<file path="config.mk">
export PLATFORM = sky130hd
export DESIGN_NAME = sa_cache_miss_ctrl
export DESIGN_NICKNAME = d
export VERILOG_FILES = /design/src/rtl/sa_cache_miss_ctrl.sv
export SDC_FILE = /design/constraint.sdc
export NUM_CORES = 1
export LEC_CHECK = 0
export ABC_CLOCK_PERIOD_IN_PS = 4300
export CORE_MARGIN = 10
export CORE_UTILIZATION = 47
export DETAILED_ROUTE_END_ITERATION = 10
export GPL_TIMING_DRIVEN = 0
export MAX_ROUTING_LAYER = met4
export PLACE_DENSITY_LB_ADDON = 0.2
export SLEW_MARGIN = 10
export SYNTH_ARGS = -nofsm -noshare
export SYNTH_HDL_FRONTEND = slang
export SYNTH_SLANG_ARGS = --single-unit
</file>
<file path="constraint.sdc">
create_clock -name clk -period 4.3 [get_ports clk]
set_input_delay 1.075 -clock clk [delete_from_list [all_inputs] [get_ports clk]]
set_output_delay 1.075 -clock clk [all_outputs]
set_load 0.05 [all_outputs]
</file>
<file path="src/rtl/sa_cache_miss_ctrl.sv">
// sa_cache_miss_ctrl: dirty-victim write-back then line fill for sa_cache, with stats and timeout
module sa_cache_miss_ctrl #(
  parameter int ADDR_W   = 32,
  parameter int OFFSET_W = 6,
  parameter int LINE_W   = 32,
  parameter int CNT_W    = 16,
  parameter int TIMEOUT  = 64
) (
  input  logic              clk,
  input  logic              rst,
  input  logic              i_cache_miss,
  input  logic [ADDR_W-1:0] i_miss_addr,
  input  logic              i_evict,
  input  logic [ADDR_W-1:0] i_evict_addr,
  input  logic [LINE_W-1:0] i_evict_data,
  output logic [LINE_W-1:0] o_memory_line,
  output logic              o_memory_response,
  output logic              o_busy,
  output logic              o_mem_req,
  output logic              o_mem_we,
  output logic [ADDR_W-1:0] o_mem_addr,
  output logic [LINE_W-1:0] o_mem_wdata,
  input  logic              i_mem_ack,
  input  logic [LINE_W-1:0] i_mem_rdata,
  output logic              o_timeout_err,
  output logic [CNT_W-1:0]  o_miss_cnt,
  output logic [CNT_W-1:0]  o_wb_cnt
);
  typedef enum logic [1:0] {IDLE, WB, FILL, RESP} state_t;
  localparam logic [CNT_W-1:0] CNT_ONE = CNT_W'(1);
  localparam logic [31:0] WAIT_LIM = 32'(TIMEOUT - 1);
  state_t state_q, state_d;
  logic [ADDR_W-1:0] fill_addr_q, fill_addr_d, ev_addr_q, ev_addr_d;
  logic [LINE_W-1:0] ev_data_q, ev_data_d, line_q, line_d;
  logic [CNT_W-1:0] miss_cnt_q, miss_cnt_d, wb_cnt_q, wb_cnt_d;
  logic [31:0] wait_q, wait_d;
  logic err_q, err_d, timed_out, unused_ok;
  assign unused_ok = ^{i_miss_addr[OFFSET_W-1:0], i_evict_addr[OFFSET_W-1:0]};
  assign timed_out = (TIMEOUT != 0) && (wait_q == WAIT_LIM) && !i_mem_ack;
  assign o_busy            = state_q != IDLE;
  assign o_mem_req         = state_q == WB || state_q == FILL;
  assign o_mem_we          = state_q == WB;
  assign o_mem_addr        = state_q == WB ? ev_addr_q : state_q == FILL ? fill_addr_q : '0;
  assign o_mem_wdata       = o_mem_we ? ev_data_q : '0;
  assign o_memory_response = state_q == RESP;
  assign o_memory_line     = line_q;
  assign o_timeout_err     = err_q;
  assign o_miss_cnt        = miss_cnt_q;
  assign o_wb_cnt          = wb_cnt_q;
  always_comb begin
    state_d     = state_q;
    fill_addr_d = fill_addr_q;
    ev_addr_d   = ev_addr_q;
    ev_data_d   = ev_data_q;
    line_d      = line_q;
    miss_cnt_d  = miss_cnt_q;
    wb_cnt_d    = wb_cnt_q;
    err_d       = err_q;
    wait_d      = o_mem_req ? wait_q + 32'd1 : '0;
    case (state_q)
      IDLE: if (i_cache_miss) begin
        fill_addr_d = {i_miss_addr[ADDR_W-1:OFFSET_W], {OFFSET_W{1'b0}}};
        ev_addr_d   = {i_evict_addr[ADDR_W-1:OFFSET_W], {OFFSET_W{1'b0}}};
        ev_data_d   = i_evict_data;
        miss_cnt_d  = &miss_cnt_q ? miss_cnt_q : miss_cnt_q + CNT_ONE;
        wb_cnt_d    = (i_evict && !(&wb_cnt_q)) ? wb_cnt_q + CNT_ONE : wb_cnt_q;
        state_d     = i_evict ? WB : FILL;
      end
      // a timed-out write-back is dropped and the fill still goes ahead
      WB: if (i_mem_ack || timed_out) begin
        state_d = FILL;
        wait_d  = '0;
        err_d   = err_q | timed_out;
      end
      FILL: if (i_mem_ack || timed_out) begin
        state_d = RESP;
        line_d  = i_mem_ack ? i_mem_rdata : '0;
        err_d   = err_q | timed_out;
      end
      default: state_d = IDLE;
    endcase
  end
  always_ff @(posedge clk or negedge rst) begin
    if (!rst) begin
      state_q     <= IDLE;
      fill_addr_q <= '0;
      ev_addr_q   <= '0;
      ev_data_q   <= '0;
      line_q      <= '0;
      miss_cnt_q  <= '0;
      wb_cnt_q    <= '0;
      wait_q      <= '0;
      err_q       <= 1'b0;
    end else begin
      state_q     <= state_d;
      fill_addr_q <= fill_addr_d;
      ev_addr_q   <= ev_addr_d;
      ev_data_q   <= ev_data_d;
      line_q      <= line_d;
      miss_cnt_q  <= miss_cnt_d;
      wb_cnt_q    <= wb_cnt_d;
      wait_q      <= wait_d;
      err_q       <= err_d;
    end
  end
endmodule

</file>
==> results of run 1 <==
[timing repair]
action                                  in CTS  in global routing
hold buffers                                 0                  0
gates cloned                                 0                  0
gates resized for setup                     21                 20
endpoints found under the setup margin      40                 19
[worst max path at each step]
stage / cells past startpoint / to
2_1_floorplan: 6 / o_mem_wdata[11]
3_3_place_gp: 1 / fill_addr_q[16]
5_1_grt: 8 / o_mem_addr[21]
6_report: 8 / o_mem_addr[21]
4_1_cts: 7 / o_mem_wdata[17]
3_5_place_dp: 8 / o_mem_addr[24]
[report_power, final]
group	switching [mW]	internal (mW)	total (mW)
clock	0.658	0.904	1.56
combinational	2.69	1.62	4.30
sequential	0.360	2.34	2.70
[synthesized netlist by cell type (2+ instances only)]
| library cell | number | area share |
|---|---|---|
| xnor2_1 | 41 | 0.044 |
| dfrtp_1 | 183 | 0.56 |
| or3_1 | 2 | 0.0015 |
| nor3_1 | 14 | 0.0086 |
| nor4_2 | 3 | 0.0046 |
| ha_1 | 8 | 0.012 |
| o21ai_0 | 2 | 0.0012 |
| inv_1 | 12 | 0.0055 |
| nor2_1 | 49 | 0.023 |
| buf_6 | 2 | 0.0028 |
| xor2_1 | 18 | 0.019 |
| nand2_1 | 23 | 0.011 |
| a21oi_1 | 3 | 0.0018 |
| nand3_1 | 21 | 0.013 |
| a22o_1 | 58 | 0.063 |
| and3_1 | 5 | 0.0039 |
| buf_2 | 14 | 0.0086 |
| mux2_2 | 86 | 0.12 |
| clkbuf_1 | 18 | 0.0083 |
| and2_1 | 35 | 0.027 |
| nor4_1 | 15 | 0.012 |
| and4_1 | 4 | 0.0043 |
| nand4_2 | 2 | 0.0031 |
| nand4_1 | 16 | 0.012 |
| buf_4 | 6 | 0.0055 |
[stage by stage]
| stage | hold slack, ns | cells | instance area, um^2 |
|---|---|---|---|
| after floorplan | 0.473 | 661 | 8140 |
| after global placement | 0.450 | 1128 | 10900 |
| after detailed placement | 0.458 | 1129 | 10900 |
| after CTS | 0.472 | 1160 | 11500 |
| after global routing | 0.490 | 1160 | 11500 |
| final | 0.470 | 1160 | 11500 |
[critical path, stage by stage, from the launching register on]
cell,delay (ns)
dfrtp_1,0.41
inv_1,0.11
ha_1,0.21
clkbuf_1,0.21
nor2b_1,0.15
clkbuf_2,0.26
clkbuf_2,0.28
a22o_1,0.16
clkdlybuf4s50_1,0.82
[kinds of logic (layout without fill, tap and decap cells)]
| kind of cell | Yosys count | count (layout) |
|---|---|---|
| adders and majority gates | 8 | 8 |
| AOI/OAI and AO/OA | 68 | 68 |
| other | 1 | 6 |
| and+or+nand+nor | 198 | 198 |
| muxes | 87 | 87 |
| buffers and inverters | 52 | 331 |
| DFF | 183 | 183 |
| xor gates and xnor gates | 59 | 59 |
[final cells by class]
cell class | count | area, um^2 | share of cell area
Sequential cell | 183 | 4580 | 0.397
Multi-Input combinational cell | 426 | 3310 | 0.287
Timing Repair Buffer | 248 | 2530 | 0.219
Clock buffer | 21 | 470 | 0.0408
Tap cell | 220 | 275 | 0.0239
Buffer | 40 | 210 | 0.0182
Clock inverter | 10 | 120 | 0.0104
Inverter | 12 | 45.0 | 0.00390
[flip-flops by register name, summed over array words and instances, names as in the netlist]
register,cells
wait_q,32
ev_addr_q,26
o_timeout_err,1
ev_data_q,32
o_miss_cnt,16
o_wb_cnt,16
state_q,2
o_memory_line,32
fill_addr_q,26
[layout by cell type, fill, tap and decap left out, drive strengths merged, types with 2 or more instances in the layout]
master / Yosys / final
nor4: 18 / 18
dfrtp: 183 / 183
clkinv: 0 / 4
nand4: 19 / 19
inv: 12 / 14
clkinvlp: 0 / 2
dlymetal6s2s: 0 / 18
buf: 22 / 24
and2: 36 / 36
clkbuf: 18 / 39
and4: 5 / 5
clkdlybuf4s50: 0 / 210
a22o: 58 / 58
or3: 2 / 2
nor3: 14 / 14
nand2: 23 / 23
bufinv: 0 / 2
xor2: 18 / 18
xnor2: 41 / 41
dlygate4sd2: 0 / 18
nand3: 22 / 22
nor2: 49 / 49
o21ai: 2 / 2
conb: 1 / 6
and3: 5 / 5
mux2: 87 / 87
ha: 8 / 8
a21oi: 3 / 3
[per-layer routing]
metal  up-vias  global-route usage  wire length [um]
met5         -                   -                 0
met4         0              0.0847               635
met3        40              0.0391              1060
met2       180               0.313             11300
met1      3013               0.233              9130
li1       2845                   -                 -
==> results.cfg, run 1 <==
[global_route]
grt_pass1_vias = 6233
grt_usage = 0.194
overflow = 0
grt_first_pass_wirelength_um = 34000
antenna_found_initial = 0
grt_max_degree = 99

[routing]
drt_iter0_drc = 272
first_pass_iters = 5
ant_nets = 0
avgRoutedWirePerCell_um = 19.1
routed-via-count = 6078
vias_per_cell = 5.24
totalWireLength_um = 22100
drc_errors = 0

[setup_path]
reg2regPathDepth = 7
worstPathRequired_ns = 3.22
critPathLaunch = state_q[1]
crit_type = reg -> out
r2r_setup_slack_ns = 1.80
worstPathArrival_ns = 3.02
crit_fanout = 10
rr_endpoint = ev_data_q[2]
cp-end-kind = output port
reg2reg_from = state_q[1]
worst_setup_path_start_kind = register

[worst_hold_path]
hold_path.class = reg -> reg
worstHoldStart = o_timeout_err
min_to = o_timeout_err
min_path_cells = 1

[place]
place_ws_ns = 0.217
port_buffers = 247
hpwl_um = 16500
gp_congestion = 0.817

[die]
dieArea_um2 = 22900
fp.dieW_um = 151
coreArea_um2 = 16800
rows = 47
start_util = 0.484
die_h_um = 151
num_io_pins = 266

[logic_synthesis]
synth_area_um2 = 8120
netlist_instances = 656
synth_top_family_by_area = simple AND/OR/NAND/NOR gates
synthFlopType = dfrtp_1
synth_edf_count = 0
synthXorXnorAreaFrac = 0.0637
yosysSeqAreaShare = 0.564
ys_ff_latch = 183
muxShareOfSynthArea = 0.121
async_flop_share = 1.00
synthSimpleGateAreaFrac = 0.134
synth_fa_ha_area_frac = 0.0123
syn_avg_cell_area_um2 = 12.4
synth.distinct_cells = 41
synth_warnings = 0
synth-compound-area-share = 0.0734

[outcome]
run_status = completed

[sta]
finalSetupViolCount = 0
rsz0062_at_grt = false
fmax_mhz = 244
final_hold_viol_count = 0
min_period_ns = 4.10
skew_ns = 0.0122
slew_violations = 0
max_slew_margin = 0.551
fin_tns_setup_ns = 0
tightest_slew_ns = 0.674
period_share = 0.953
fin_ws_ns = 0.202

[clocking]
cts_tree = yes
cts_max_level = 4
path_clk_slew_ns = 0.06
cts_setup_buffers = 0
cts.path.max_buffers = 2
cts_sinks = 183
clk_latency_ns = 0.43
cts_buffers = 17
clockRootBuffer = clkbuf_16

[job]
maxCapViolations = 0

[layout]
areaGrowthSynthToFinish_pct = 42.1
diodes = 0
drive_gt1_frac = 0.168
nNetsFinal = 1069
fillCellCount = 1295
fin_util = 0.688

[power_and_ir_drop]
peakVddDrop_v = 0.000438
total_power_mw = 8.56
power-per-cell-area_nw_per_um2 = 742
p_leak_nw = 5.25
(Power assumes the default switching activity.)
==> inputs of run 2 (changes only) <==
--- a/config.mk
+++ b/config.mk
@@ -12,6 +12,7 @@
 export GPL_TIMING_DRIVEN = 0
 export MAX_ROUTING_LAYER = met4
 export PLACE_DENSITY_LB_ADDON = 0.2
+export SKIP_CTS_REPAIR_TIMING = 1
 export SLEW_MARGIN = 10
 export SYNTH_ARGS = -nofsm -noshare
 export SYNTH_HDL_FRONTEND = slang
==> run 2 against run 1 <==
Die area did not move; hold slack hardly changed; count of clock-buffer cells in the layout unchanged; global-route usage barely moved; cell area up 0.33%; sequential share of layout area is 0.13 points lower; register-to-register slack hardly changed; clock power barely moved; sequential cell count did not move; critical endpoint is now o_mem_addr[14].
==> results.cfg, run 2 (synthesis gave the netlist of run 1 again) <==
[setup_path]
cpPeakStageDelay_ns = 0.83
worst_path_max_delay_cell = clkdlybuf4s50_1
cp-end-kind = output port
cp_num_buf_inv = 5
path_cells = inv_1 -> ha_1 -> clkbuf_1 -> nor2b_1 -> clkbuf_2 -> clkbuf_2 -> a22o_1 -> clkdlybuf4s50_1
cp_common_cell = clkbuf_2
worstPathArrival_ns = 3.07
crit_type = reg -> out
crit_fanout = 10
worstPathRequired_ns = 3.22
critPathTopFamily = buffers and inverters
worst_setup_path_start_kind = register

[layout]
fin_util = 0.690
areaGrowthSynthToFinish_pct = 42.6
seq_area_um2 = 4580
drive_gt1_frac = 0.168
diodes = 0
nNetsFinal = 1069
fillCellCount = 1282
layout_commonest_cell = clkdlybuf4s50_1
finalInstanceArea_um2 = 11600
multi_input_area_um2 = 3310
most-common-layout-cells = clkdlybuf4s50_1, dfrtp_1, mux2_2

[job]
maxCapViolations = 0

[routing]
avgRoutedWirePerCell_um = 19.1
drc_errors = 0
drt_iter0_drc = 289
vias_per_cell = 5.25
totalWireLength_um = 22200
first_pass_iters = 5
routed-via-count = 6092
ant_nets = 0

[worst_hold_path]
hold_path.class = reg -> reg

[outcome]
run_status = completed

[sta]
slew_violations = 0
skew_ns = 0.0114
fmax_mhz = 241
fin_tns_setup_ns = 0
final_hold_viol_count = 0
period_share = 0.964
tightest_slew_ns = 0.674
min_period_ns = 4.14
finalSetupViolCount = 0
max_slew_margin = 0.551
hold_slack_ns = 0.470

[place]
hpwl_um = 16500
place_area_um2 = 10900
port_buffers = 247
gp_congestion = 0.817

[die]
die_h_um = 151
fp.dieW_um = 151
start_util = 0.484
coreArea_um2 = 16800
rows = 47
dieArea_um2 = 22900
num_io_pins = 266

[global_route]
grt_usage = 0.194
grt_max_degree = 99
grt_pass1_vias = 6239
grt_first_pass_wirelength_um = 34100
antenna_found_initial = 0
overflow = 0

[power_and_ir_drop]
clkPwrFrac = 0.181
power-per-cell-area_nw_per_um2 = 746
total_power_mw = 8.63
p_sw_mw = 3.71
p_leak_nw = 5.28
swShare = 0.430
p_int_mw = 4.92
peakVddDrop_v = 0.000446
pwr-share-seq = 0.312
p_comb_frac = 0.507

[clocking]
path_clk_slew_ns = 0.06
cts.path.max_buffers = 2
cts_tree = yes
cts_sinks = 183
clk_latency_ns = 0.43
cts_buffers = 17
clockRootBuffer = clkbuf_16
cts_max_level = 4
==> run 2: path summary, 6_finish.rpt <==
path / from / end / slack, ns / depth (start not counted)
min in group asynchronous: rst / o_memory_line[25] / 0.62 / 1
hold reg to reg: o_timeout_err / o_timeout_err / 0.47 / 1
setup / recovery: state_q[1] / o_mem_addr[14] / 0.16 / 8
setup reg to reg: state_q[1] / ev_data_q[2] / 1.81 / 7
max in group asynchronous: rst / fill_addr_q[19] / 2.76 / 2
hold / removal: o_timeout_err / o_timeout_err / 0.47 / 1
==> run 2: metal layers <==
| layer | wire, um | track usage |
|---|---|---|
| met2 | 11300 | 0.314 |
| met5 | 0 | - |
| met3 | 1080 | 0.0412 |
| met4 | 609 | 0.0808 |
| met1 | 9160 | 0.232 |
==> run 2: per-stage QoR <==
step	std cells	setup slack, ns
3_5_place_dp	1129	0.217
3_3_place_gp	1128	-5.55
4_1_cts	1160	-0.220
5_1_grt	1160	-0.00493
2_1_floorplan	661	1.04
6_report	1160	0.156
==> run 2: worst reg2reg max path, delay by kind of cell, from the launching register on <==
family / cells / cell delay (ns)
muxes: 1 / 0.37
and+or+nand+nor: 1 / 0.15
buffers and inverters: 4 / 1.15
DFF: 1 / 0.42
adders and majority gates: 1 / 0.27
==> run 2: power by group through the flow <==
| stage | combinational [mW] | clock (mW) | sequential (mW) |
|---|---|---|---|
| detailed placement | 4.42 | 0 | 2.72 |
| global placement | 4.37 | 0 | 2.70 |
| CTS | 4.44 | 1.60 | 2.70 |
| floorplan | 2.34 | 0 | 3.28 |
| finish | 4.37 | 1.56 | 2.70 |
| global route | 4.61 | 1.68 | 2.78 |
==> run 2: final cells by class <==
cell class / instances / area share
clock inverters: 10 / 0.0104
repair buffers: 248 / 0.222
clock buffers: 21 / 0.0407
plain buffers: 40 / 0.0182
well taps: 220 / 0.0238
inverters: 12 / 0.00389
multi-input cells: 426 / 0.286
flip-flops and latches: 183 / 0.396
==> patch 1: new RTL, flow settings as in run 2 <==
Re-encode `state_t` (4 states) as Gray code, 2 bits wide.
--- a/src/rtl/sa_cache_miss_ctrl.sv
+++ b/src/rtl/sa_cache_miss_ctrl.sv
@@ -26,7 +26,7 @@
   output logic [CNT_W-1:0]  o_miss_cnt,
   output logic [CNT_W-1:0]  o_wb_cnt
 );
-  typedef enum logic [1:0] {IDLE, WB, FILL, RESP} state_t;
+  typedef enum logic [1:0] {IDLE = 2'b00, WB = 2'b01, FILL = 2'b11, RESP = 2'b10} state_t;
   localparam logic [CNT_W-1:0] CNT_ONE = CNT_W'(1);
   localparam logic [31:0] WAIT_LIM = 32'(TIMEOUT - 1);
   state_t state_q, state_d;
Check against the original RTL: same outputs for any inputs over 4 cycles, from zero or initial values and one cycle with rst low; so few cycles prove little.
==> patch 1 against run 2 <==
  * Combinational power up 2%
  * Power up 2.3%
  * Routed wire length down 0.69%
  * Sequential share of layout area down 0.32 points
  * Design area up 0.82%
  * Area after synthesis up 1.0%
  * Via count down 2.0%
  * Sequential cell count unchanged
  * Hold slack worse by 0.011 ns
  * Synthesized cell count up 2.0%
  * Worst setup slack better by 0.21 ns
  * Global-route usage down 0.20 points
  * Non-clock buffer count up 2
  * Register-to-register slack better by 0.22 ns
  * Largest power group unchanged
==> patch 1: results (changes against run 2) <==
{| class="wikitable"
! Metric !! Value
|-
| Worst-path clk slew || 0.06 ns (about the same)
|-
| Fraction of final layout cells sized beyond drive strength 1 || 0.156 (was 0.168)
|-
| Largest net degree at the start of global routing || 104 (was 99)
|-
| Number of DRC violations after detailed-routing iteration 0 || 283 (was 289)
|-
| Detailed-router iteration count before antenna repair || 4 (was 5)
|-
| HPWL after detailed placement || 16300 um (was 16500 um)
|-
| Peak supply drop || 0.410 mV (was 0.446 mV)
|-
| Final WL || 22000 um (was 22200 um)
|-
| Sequential-to-total area share from yosys stat || 0.558 (was 0.564)
|-
| Most instantiated cells after synthesis || sky130_fd_sc_hd__dfrtp_1 (183), sky130_fd_sc_hd__mux2_2 (86), sky130_fd_sc_hd__nor2_1 (41) (was sky130_fd_sc_hd__dfrtp_1 (183), sky130_fd_sc_hd__mux2_2 (86), sky130_fd_sc_hd__a22o_1 (58))
|-
| Cells after DPL || 1147 (was 1129)
|-
| Layout Skew || 0.0101 ns (was 0.0114 ns)
|-
| Post-Place Cell Area || 0.0110 sq mm (was 0.0109 sq mm)
|-
| Average vias per placed instance || 5.06 (was 5.25)
|-
| Placement Setup Slack || 0.745 ns (was 0.217 ns)
|-
| Period utilization || 0.915 (was 0.964)
|-
| Antenna violations before repair || 1 (was 0)
|-
| Most instantiated flip-flop cell in the synthesis netlist || sky130_fd_sc_hd__dfrtp_1 (unchanged)
|-
| Cell Count, Final, Fillers Out || 1180 (was 1160)
|-
| End of the worst register-to-register path || ev_addr_q[13]$_DFFE_PN0P_ (was ev_data_q[2]$_DFFE_PN0P_)
|-
| Global-route wire length before repair || 34900 um (was 34100 um)
|-
| Aggregate global-route resource usage || 0.192 (was 0.194)
|-
| Area contributors post-synth || sky130_fd_sc_hd__dfrtp_1 (56%), sky130_fd_sc_hd__mux2_2 (12%), sky130_fd_sc_hd__xnor2_1 (4.2%) (was sky130_fd_sc_hd__dfrtp_1 (56%), sky130_fd_sc_hd__mux2_2 (12%), sky130_fd_sc_hd__a22o_1 (6.3%))
|-
| # port buffers || 247 (unchanged)
|-
| Run status || finished clean (unchanged)
|-
| Final weighted congestion of routability-driven global placement || 0.866 (was 0.817)
|-
| Number of distinct standard cells referenced by the synthesized netlist || 42 (was 41)
|-
| Top Family by Delay on Critical Path || buffers and inverters (unchanged)
|-
| Number of global-route vias before repair || 6312 (was 6239)
|-
| Register-to-Register Setup Slack || 2.03 ns (was 1.81 ns)
|-
| Synth Instances || 669 (was 656)
|-
| Clock tree root buffer cell || sky130_fd_sc_hd__clkbuf_16 (unchanged)
|-
| RR Startpoint || state_q[0]$_DFFE_PN0P_ (was state_q[1]$_DFFE_PN0P_)
|-
| Slowest Stage Delay on Critical Path || 0.86 ns (was 0.83 ns)
|-
| Crit path capture || o_mem_addr[9] (was o_mem_addr[14])
|-
| Headroom to the max-slew limit || 0.380 (was 0.551)
|-
| Cell count of the worst reg-to-reg path || 5 (was 7)
|-
| Standby leakage power || 0.00493 uW (was 0.00528 uW)
|}
==> patch 1: cells by family after synthesis <==
group                    Yosys count  share of synthesized area
multiplexers                     113                      0.151
flip-flops                       183                      0.558
AO/OA/AOI/OAI                     42                     0.0441
other                              1                   0.000457
adder cells (fa/ha/maj)            3                    0.00458
buffers and inverters             49                     0.0287
AND/OR/NAND/NOR                  220                      0.151
XOR/XNOR                          58                     0.0619
==> patch 1: layout make-up <==
| class | instances | area (sq um) |
|---|---|---|
| diodes | 1 | 2.50 |
| plain buffers | 42 | 209 |
| clock buffers | 19 | 443 |
| clock inverters | 13 | 215 |
| fillers | 1351 | 5510 |
| inverters | 7 | 26.3 |
| multi-input cells | 442 | 3410 |
| flip-flops and latches | 183 | 4580 |
| well taps | 225 | 282 |
| repair buffers | 248 | 2500 |
==> patch 1: power breakdown <==
group	total [uW]	switching [uW]	internal, uW
sequential	2640	313	2330
clock	1730	678	1060
combinational	4450	2720	1740
total	8830	3710	5120
==> patch 1: how the worst min path moves through the flow <==
stage                                   start                   to  slack, ns  cells after the start
after global placement    wait_q[0]$_DFF_PN0_  wait_q[0]$_DFF_PN0_       0.44                      1
after CTS                 wait_q[0]$_DFF_PN0_  wait_q[0]$_DFF_PN0_       0.46                      1
after floorplan           wait_q[0]$_DFF_PN0_  wait_q[0]$_DFF_PN0_       0.42                      1
after global routing      wait_q[0]$_DFF_PN0_  wait_q[0]$_DFF_PN0_       0.48                      1
after detailed placement  wait_q[0]$_DFF_PN0_  wait_q[0]$_DFF_PN0_       0.45                      1
final                     wait_q[0]$_DFF_PN0_  wait_q[0]$_DFF_PN0_       0.46                      1
==> patch 1: routing by layer <==
metal / track usage / routed length, um / vias to the layer above
met5: - / 0 / -
met4: 0.0459 / 212 / 0
met3: 0.0900 / 2070 / 13
met2: 0.301 / 10400 / 193
met1: 0.220 / 9330 / 2905
li1: - / - / 2862
==> patch 1: worst register-to-register path: cells and delay by family, from the launching register on <==
kind	cells	cell delay (ns)
and+or+nand+nor	1	0.35
muxes	1	0.38
DFF	1	0.36
buffers and inverters	3	1.07
==> patch 1: metrics by stage <==
step,util,TNS [ns]
floorplan,-,0
global placement,0.639,-1023.01
detailed placement,0.641,0
CTS,0.679,0
global route,0.679,0
finish,0.679,0
==> patch 2: new RTL, flow settings as in run 2 <==
Made on the original files. `OFFSET_W`: 6 -> 12.
--- a/src/rtl/sa_cache_miss_ctrl.sv
+++ b/src/rtl/sa_cache_miss_ctrl.sv
@@ -1,7 +1,7 @@
 // sa_cache_miss_ctrl: dirty-victim write-back then line fill for sa_cache, with stats and timeout
 module sa_cache_miss_ctrl #(
   parameter int ADDR_W   = 32,
-  parameter int OFFSET_W = 6,
+  parameter int OFFSET_W = 12,
   parameter int LINE_W   = 32,
   parameter int CNT_W    = 16,
   parameter int TIMEOUT  = 64
Behaviour: not the same (Yosys sat finds a counterexample within 4 cycles, from zero or initial values and one cycle with rst low).
==> patch 2 against run 2 <==
  * Worst setup slack gained 0.043 ns
  * Routed wire length down 3.8%
  * Design area shrank 6.4%
  * Combinational power fell by 6.9%
  * Area after synthesis fell by 7.1%
  * Sequential cell count decreased by 12
  * Global-route usage up 0.81 points
  * Power down 4.8%
==> patch 2: results (changes against run 2) <==
{| class="wikitable"
! Metric !! Value
|-
| Arithmetic-cell share of the synthesized area counting full adders, half adders and majority gates || 0.0133 (was 0.0123)
|-
| # port buffers || 229 (was 247)
|-
| Headroom to the max-slew limit || 0.322 (was 0.551)
|-
| Area share of xor/xnor cells in the synthesized design || 0.0697 (was 0.0637)
|-
| Worst-path maximum fanout || 10 (unchanged)
|-
| Arrival time at the worst endpoint || 3.03 ns (was 3.07 ns)
|-
| Wire per inst || 19.4 um (was 19.1 um)
|-
| Most instantiated cells after synthesis || sky130_fd_sc_hd__dfrtp_1 (171), sky130_fd_sc_hd__mux2_2 (76), sky130_fd_sc_hd__a22o_1 (52) (was sky130_fd_sc_hd__dfrtp_1 (183), sky130_fd_sc_hd__mux2_2 (86), sky130_fd_sc_hd__a22o_1 (58))
|-
| Cell Count, Final, Fillers Out || 1097 (was 1160)
|-
| Number of distinct standard cells referenced by the synthesized netlist || 33 (was 41)
|-
| Cells after DPL || 1064 (was 1129)
|-
| Number of global-route vias before repair || 6139 (was 6239)
|-
| Proportion of synthesized area in mux cells || 0.113 (was 0.121)
|-
| Global-route wire length before repair || 33700 um (was 34100 um)
|-
| Number of DRC violations after detailed-routing iteration 0 || 259 (was 289)
|-
| HPWL after detailed placement || 16300 um (was 16500 um)
|-
| Peak supply drop || 0.398 mV (was 0.446 mV)
|-
| Standby leakage power || 0.00475 uW (was 0.00528 uW)
|-
| Fill cell count || 1173 (was 1282)
|-
| Compound-gate portion of the synthesized area || 0.0688 (was 0.0734)
|-
| Synth Instances || 607 (was 656)
|-
| Fraction of final layout cells sized beyond drive strength 1 || 0.156 (was 0.168)
|-
| Sequential-to-total area share from yosys stat || 0.567 (was 0.564)
|-
| Antenna violations before repair || 1 (was 0)
|-
| Layout Skew || 0.00915 ns (was 0.0114 ns)
|-
| Aggregate global-route resource usage || 0.203 (was 0.194)
|-
| Area contributors post-synth || sky130_fd_sc_hd__dfrtp_1 (57%), sky130_fd_sc_hd__mux2_2 (11%), sky130_fd_sc_hd__a22o_1 (6.0%) (was sky130_fd_sc_hd__dfrtp_1 (56%), sky130_fd_sc_hd__mux2_2 (12%), sky130_fd_sc_hd__a22o_1 (6.3%))
|-
| Run status || finished clean (unchanged)
|}
## patch 2: changes by cell type after synthesis, moves of 10 or more
cell,delta
sky130_fd_sc_hd__buf_2,-10
sky130_fd_sc_hd__dfrtp_1,-12
sky130_fd_sc_hd__mux2_2,-10
sky130_fd_sc_hd__nor3_1,-11
sky130_fd_sc_hd__xnor2_1,-13
sky130_fd_sc_hd__xor2_1,+14
## patch 2: cell families after synthesis
family / Yosys count
muxes: 76
and+or+nand+nor: 181
other: 1
buffers and inverters: 51
adders and majority gates: 8
xor gates and xnor gates: 60
DFF: 171
AOI/OAI and AO/OA: 59
## patch 2: worst max-delay path, cell delays in order (launching register included)
cell	delay, ns
sky130_fd_sc_hd__dfrtp_1	0.42
sky130_fd_sc_hd__inv_1	0.11
sky130_fd_sc_hd__ha_1	0.22
sky130_fd_sc_hd__clkbuf_2	0.22
sky130_fd_sc_hd__nor2b_1	0.28
sky130_fd_sc_hd__clkbuf_2	0.31
sky130_fd_sc_hd__a22o_1	0.20
sky130_fd_sc_hd__clkdlybuf4s50_1	0.84
## patch 2: report_power, final
part | switching (uW) | internal, uW
Clock | 614 | 1050
Sequential | 328 | 2170
Combinational | 2520 | 1550
## patch 2: layout make-up
cell class,instances,area share
Antenna cell,1,0.000231
Buffer,41,0.0202
Clock buffer,21,0.0416
Clock inverter,11,0.0177
Inverter,10,0.00347
Multi-Input combinational cell,396,0.282
Sequential cell,171,0.395
Tap cell,216,0.0250
Timing Repair Buffer,230,0.215
## patch 2: final timing paths
check                                     startpoint                   endpoint  slack, ns  depth (start not counted)
max                           state_q[1]$_DFFE_PN0P_             o_mem_addr[14]       0.20                          7
min                        o_timeout_err$_DFFE_PN0P_  o_timeout_err$_DFFE_PN0P_       0.48                          1
max reg2reg                   state_q[0]$_DFFE_PN0P_  ev_data_q[13]$_DFFE_PN0P_       1.45                          6
min reg2reg                o_timeout_err$_DFFE_PN0P_  o_timeout_err$_DFFE_PN0P_       0.48                          1
max in group asynchronous                        rst  ev_addr_q[17]$_DFFE_PN0P_       2.82                          2
min in group asynchronous                        rst    o_wb_cnt[8]$_DFFE_PN0P_       0.61                          1
## patch 2: stage by stage
stage	total power (uW)	setup WS [ns]	area, sq um	hold WS [ns]
6_report	8220	0.200	10800	0.482
5_1_grt	8620	0.0154	10800	0.509
2_1_floorplan	5190	1.15	7580	0.451
4_1_cts	8310	-0.106	10800	0.494
3_3_place_gp	6500	-4.59	10100	0.476
3_5_place_dp	6610	0.382	10200	0.480
## patch 2: per-layer routing
| metal | track usage | routed length, um |
|---|---|---|
| met1 | 0.230 | 8670 |
| met2 | 0.328 | 10400 |
| met3 | 0.0739 | 1710 |
| met4 | 0.0631 | 511 |
| met5 | - | 0 |
